--- config.mk ---
export PLATFORM = sky130hd
export DESIGN_NAME = frac_rate_meter
export DESIGN_NICKNAME = d
export VERILOG_FILES = /design/src/rtl/frac_rate_meter_pkg.sv /design/src/rtl/frac_rate_meter_sat_counter.sv /design/src/rtl/frac_rate_meter.sv
export SDC_FILE = /design/constraint.sdc
export NUM_CORES = 1
export LEC_CHECK = 0
export CAP_MARGIN = 20
export CORE_AREA = 2 2 98 100
export DETAILED_ROUTE_END_ITERATION = 10
export DIE_AREA = 0 0 100 102
export SYNTH_ARGS = -nofsm -noshare
export SYNTH_HDL_FRONTEND = slang
export SYNTH_HIERARCHICAL = 1
export SYNTH_SLANG_ARGS = --single-unit
export TNS_END_PERCENT = 5
--- constraint.sdc ---
create_clock -name clk -period 3.7 [get_ports clk]
set_input_delay 1.11 -clock clk [delete_from_list [all_inputs] [get_ports clk]]
set_output_delay 1.11 -clock clk [all_outputs]
set_load 0.005 [all_outputs]
--- src/rtl/frac_rate_meter_pkg.sv ---
// Shared types and helpers for the fractional rate meter.
package frac_rate_meter_pkg;

    typedef enum logic [1:0] {
        ST_IDLE    = 2'd0,
        ST_SYNC    = 2'd1,
        ST_MEASURE = 2'd2
    } state_t;

    localparam int MAX_W = 128;

    function automatic int acc_width(input int data_w, input int win_log2);
        return data_w + win_log2;
    endfunction

    function automatic logic [MAX_W-1:0] all_ones(input int w);
        logic [MAX_W-1:0] m;
        m = '0;
        for (int i = 0; i < MAX_W; i++) begin
            if (i < w) m[i] = 1'b1;
        end
        return m;
    endfunction

endpackage

--- src/rtl/frac_rate_meter_sat_counter.sv ---
// Up-counter with clear-to-0, load-to-1 and a sticky flag set when an
// increment is requested while already at all-ones (the count never wraps).
module sat_counter
    import frac_rate_meter_pkg::*;
#(
    parameter int W = 8
) (
    input  logic         clk,
    input  logic         rst_n,
    input  logic         clr,
    input  logic         load_one,
    input  logic         inc,
    output logic [W-1:0] cnt,
    output logic         sat
);

    localparam logic [MAX_W-1:0] ONES_WIDE = all_ones(W);
    localparam logic [W-1:0]     CNT_MAX   = ONES_WIDE[W-1:0];
    localparam logic [W-1:0]     CNT_ONE   = W'(1);

    always_ff @(posedge clk or negedge rst_n) begin
        if (!rst_n) begin
            cnt <= '0;
            sat <= 1'b0;
        end else if (clr) begin
            cnt <= '0;
            sat <= 1'b0;
        end else if (load_one) begin
            cnt <= CNT_ONE;
            sat <= 1'b0;
        end else if (inc) begin
            if (cnt == CNT_MAX) sat <= 1'b1;
            else                cnt <= cnt + CNT_ONE;
        end
    end

endmodule

--- src/rtl/frac_rate_meter.sv ---
// Recovers the average pulse period over 2^WIN_LOG2 pulses as a
// Q(DATA_W).(WIN_LOG2) window sum.
//
//   state      | meaning
//   -----------+------------------------------------------------------
//   ST_IDLE    | en low; counters at 0, results held
//   ST_SYNC    | waiting for the reference pulse that opens a window
//   ST_MEASURE | counting cycles; last pulse of a window closes it and
//              | also serves as the next window's reference
module frac_rate_meter
    import frac_rate_meter_pkg::*;
#(
    parameter int DATA_W   = 32,
    parameter int WIN_LOG2 = 4
) (
    input  logic                       clk,
    input  logic                       rst_n,
    input  logic                       en,
    input  logic                       pulse,
    output logic [DATA_W+WIN_LOG2-1:0] period,
    output logic                       valid,
    output logic                       ready,
    output logic                       overflow
);

    localparam int ACC_W  = acc_width(DATA_W, WIN_LOG2);
    localparam int PCNT_W = (WIN_LOG2 > 0) ? WIN_LOG2 : 1;
    localparam logic [PCNT_W-1:0] PCNT_LAST = PCNT_W'((1 << WIN_LOG2) - 1);
    localparam logic [PCNT_W-1:0] PCNT_ONE  = PCNT_W'(1);

    state_t            state;
    logic [PCNT_W-1:0] pcnt;
    logic [ACC_W-1:0]  acc;
    logic              acc_sat;
    logic              closing;
    logic              acc_clr;
    logic              acc_one;
    logic              acc_inc;

    assign closing = (state == ST_MEASURE) && en && pulse && (pcnt == PCNT_LAST);
    assign acc_clr = (state == ST_IDLE);
    assign acc_one = ((state == ST_SYNC) && en && pulse) || closing;
    assign acc_inc = (state == ST_MEASURE);

    sat_counter #(.W(ACC_W)) u_acc (
        .clk      (clk),
        .rst_n    (rst_n),
        .clr      (acc_clr),
        .load_one (acc_one),
        .inc      (acc_inc),
        .cnt      (acc),
        .sat      (acc_sat)
    );

    always_ff @(posedge clk or negedge rst_n) begin
        if (!rst_n) begin
            state    <= ST_IDLE;
            pcnt     <= '0;
            period   <= '0;
            valid    <= 1'b0;
            ready    <= 1'b0;
            overflow <= 1'b0;
        end else begin
            valid <= 1'b0;
            case (state)
                ST_IDLE: begin
                    pcnt <= '0;
                    if (en) state <= ST_SYNC;
                end
                ST_SYNC: begin
                    if (!en) begin
                        state <= ST_IDLE;
                    end else if (pulse) begin
                        pcnt  <= '0;
                        state <= ST_MEASURE;
                    end
                end
                ST_MEASURE: begin
                    if (!en) begin
                        state <= ST_IDLE;
                        pcnt  <= '0;
                    end else if (closing) begin
                        period   <= acc;
                        overflow <= acc_sat;
                        valid    <= 1'b1;
                        ready    <= 1'b1;
                        pcnt     <= '0;
                    end else if (pulse) begin
                        pcnt <= pcnt + PCNT_ONE;
                    end
                end
                default: state <= ST_IDLE;
            endcase
        end
    end

endmodule

==> run_results.csv <==
group,metric,value,unit
floorplan,dieArea,10200,µm²
floorplan,start_util,0.437,
sta,fmax,345,MHz
detailed_routing,routed_via_density,5.65,
synth,yosysTopAreaCellShare,0.515,
power,internal_power,1.22,mW
cts,cts-hold-fix-buffers,0,
detailed_routing,drc_errors,0,
floorplan,core_area,9110,µm²
power,swShare,0.239,
power,seq_power_share,0.565,
power,power_frac_comb,0.049,
layout,fin_nets,407,
worst_setup_path,cp-start-kind,"input pin",
global_route,grt_pass1_vias,2900,
cts,cts_resized,0,
detailed_routing,route.detailed.wl_per_inst,15.5,µm
global_route,antenna_found_initial,0,
power,p_leak,1.99,nW
cts,cts_tree,"yes",
layout,antennaDiodeCount,0,
worst_setup_path,crit_required,3.94,ns
synth,synth_commonest_cells,"dfrtp_1 (82), mux2_2 (30), nand2_1 (27)",
synth,synth_edf_count,0,
placed_design,gp_congestion,0.818,
synth,yosys.area.top_type,"dfrtp_1",
cts,cts_sinks,82,
placed_design,postPlaceCellArea,4460,µm²
cts,cts_max_path_buffers,2,
power,power_switching,0.382,mW
detailed_routing,drt_first_pass_iters,4,
floorplan,rows,35,
sta,max-slew-margin-rel,0.456,
power,vdd_ir_drop_max,176,µV
status,status,"finished clean",
sta,setup_violations,0,
sta,tns,0,ns
cts,path_clk_slew,0.08,ns
worst_setup_path,path_class,"input pin to register",
floorplan,die_h,102,µm
global_route,grt_pass1_wl,14000,µm
hold_path,worst_hold_path_type,"register to register",
sta,worst_slack,0.800,ns
sta,hold_viol_final,0,
synth,synthArstFlopShare,1.00,
sta,rsz0062_at_grt,"no",
sta,maxSlewViolCount,0,
worst_setup_path,worstPathArrival,3.14,ns
run,maxCapViolCount,0,
placed_design,portBuffers,42,
synth,synth.area.top_cells,"dfrtp_1 (52%), mux2_2 (8.5%), a21oi_1 (3.0%)",
worst_setup_path,crit_path_end_kind,"register",
global_route,grt_overflow,0,
synth,syn-num-nets,364,
layout,drive_gt1_frac,0.200,
global_route,grtUsageTotal,0.172,
synth,synth_cell_types,55,
floorplan,boundaryPins,43,
cts,cts_max_level,3,
placed_design,dp_hpwl,5440,µm
placed_design,dp_slack,0.457,ns
layout,syn_to_final_growth,17.2,%
power,powerDensity,343,nW/µm²
layout,finish.instance_area,4670,µm²
hold_path,hold_depth,1,
synth,synth_area_per_cell,11.1,µm²
worst_setup_path,crit_path_max_fanout,22,
sta,fin_crit_sh,0.784,
synth,seq_area_frac_synth,0.515,
cts,cts_buffers,9,
synth,ys_warn_count,6,
sta,skew,0.00712,ns
detailed_routing,dr.first_iter.drc_count,110,
floorplan,fp.dieW,100,µm
synth,ys_seq_elements,82,
cts,postCtsSetupBuffers,0,
detailed_routing,vias,2922,
synth,synth_ff_type,"dfrtp_1",
power,clock_power_share,0.385,
cts,cts_root_buffer,"clkbuf_8",
sta,min_period,2.90,ns
synth,yosysMostFrequentCell,"dfrtp_1",
sta,tightest_slew,0.806,ns
layout,nFillCells,857,
detailed_routing,ant_nets,0,
synth,syn_area,3980,µm²
worst_setup_path,reg2regPathDepth,5,
cts,clock_latency,0.35,ns
detailed_routing,totalWireLength,8030,µm
global_route,grt_max_degree,83,
synth,synthCells,358,
==> kinds of logic after synthesis <==
logic type / synth area share
adders and majority gates: 0.00628
DFF: 0.515
and+or+nand+nor: 0.191
buffers and inverters: 0.0390
muxes: 0.120
AOI/OAI and AO/OA: 0.122
xor gates and xnor gates: 0.00660
==> cell type report <==
| type | instances | area [µm²] | area share |
|---|---|---|---|
| Clock buffer | 12 | 165 | 0.0354 |
| Clock inverter | 4 | 25.0 | 0.00536 |
| Inverter | 7 | 26.3 | 0.00563 |
| Multi-Input combinational cell | 252 | 1780 | 0.381 |
| Sequential cell | 82 | 2050 | 0.440 |
| Tap cell | 111 | 139 | 0.0298 |
| Timing Repair Buffer | 49 | 483 | 0.104 |
==> worst max-delay path, stage by stage <==
cell and delay [ns]:
clkdlybuf4s50_1 0.56, nand4_1 0.23, nor2_1 0.15, o21a_1 0.21, or2_2 0.25, buf_4 0.30
nor2_1 0.07, a31o_2 0.25
==> stage by stage <==
step	power (mW)	utilization	hold slack, ns	cells
2_1_floorplan	0.967	-	0.457	358
3_3_place_gp	0.999	0.489	0.451	500
3_5_place_dp	0.999	0.489	0.458	500
4_1_cts	1.62	0.510	0.478	516
5_1_grt	1.67	0.512	0.493	517
6_report	1.60	0.512	0.470	517
==> layout by cell type (no fill, tap or decap), types with 8 or more instances in the layout <==
cell / instances
a21oi_1: 24
clkbuf_8: 12
clkdlybuf4s50_1: 41
dfrtp_1: 82
mux2_2: 30
mux2_4: 8
nand2_1: 27
nand3_1: 17
nand4_1: 10
nor2_1: 18
o21ai_0: 12
o31ai_1: 10
or3_1: 11
or4_1: 14
==> power by group through the flow <==
stage / combinational [mW] / clock, mW / sequential [mW]
floorplan: 0.0472 / 0 / 0.920
global placement: 0.0771 / 0 / 0.922
detailed placement: 0.0775 / 0 / 0.921
CTS: 0.0779 / 0.641 / 0.904
global route: 0.0896 / 0.671 / 0.904
finish: 0.0790 / 0.616 / 0.903
==> per-layer routing <==
metal  global-route usage  routed length [µm]
met3               0.0404                 266
met2                0.278                3750
met1                0.230                3900
met5                    0                   0
met4               0.0601                 110
==> state kept, by name, summed over array words and instances (netlist names) <==
signal,count
valid,1
period,36
overflow,1
state,2
pcnt,4
ready,1
u_acc/sat,1
u_acc/cnt,36
==> worst paths after layout <==
kind	from	end	slack (ns)
setup / recovery	pulse	u_acc/cnt[22]	0.80
hold / removal	ready	ready	0.47
hold reg to reg	ready	ready	0.47
min in group asynchronous	rst_n	period[28]	0.72
max in group asynchronous	rst_n	u_acc/sat	2.38
setup reg to reg	u_acc/cnt[3]	u_acc/cnt[31]	0.98
Note: power is estimated with default switching activity, not from simulation.
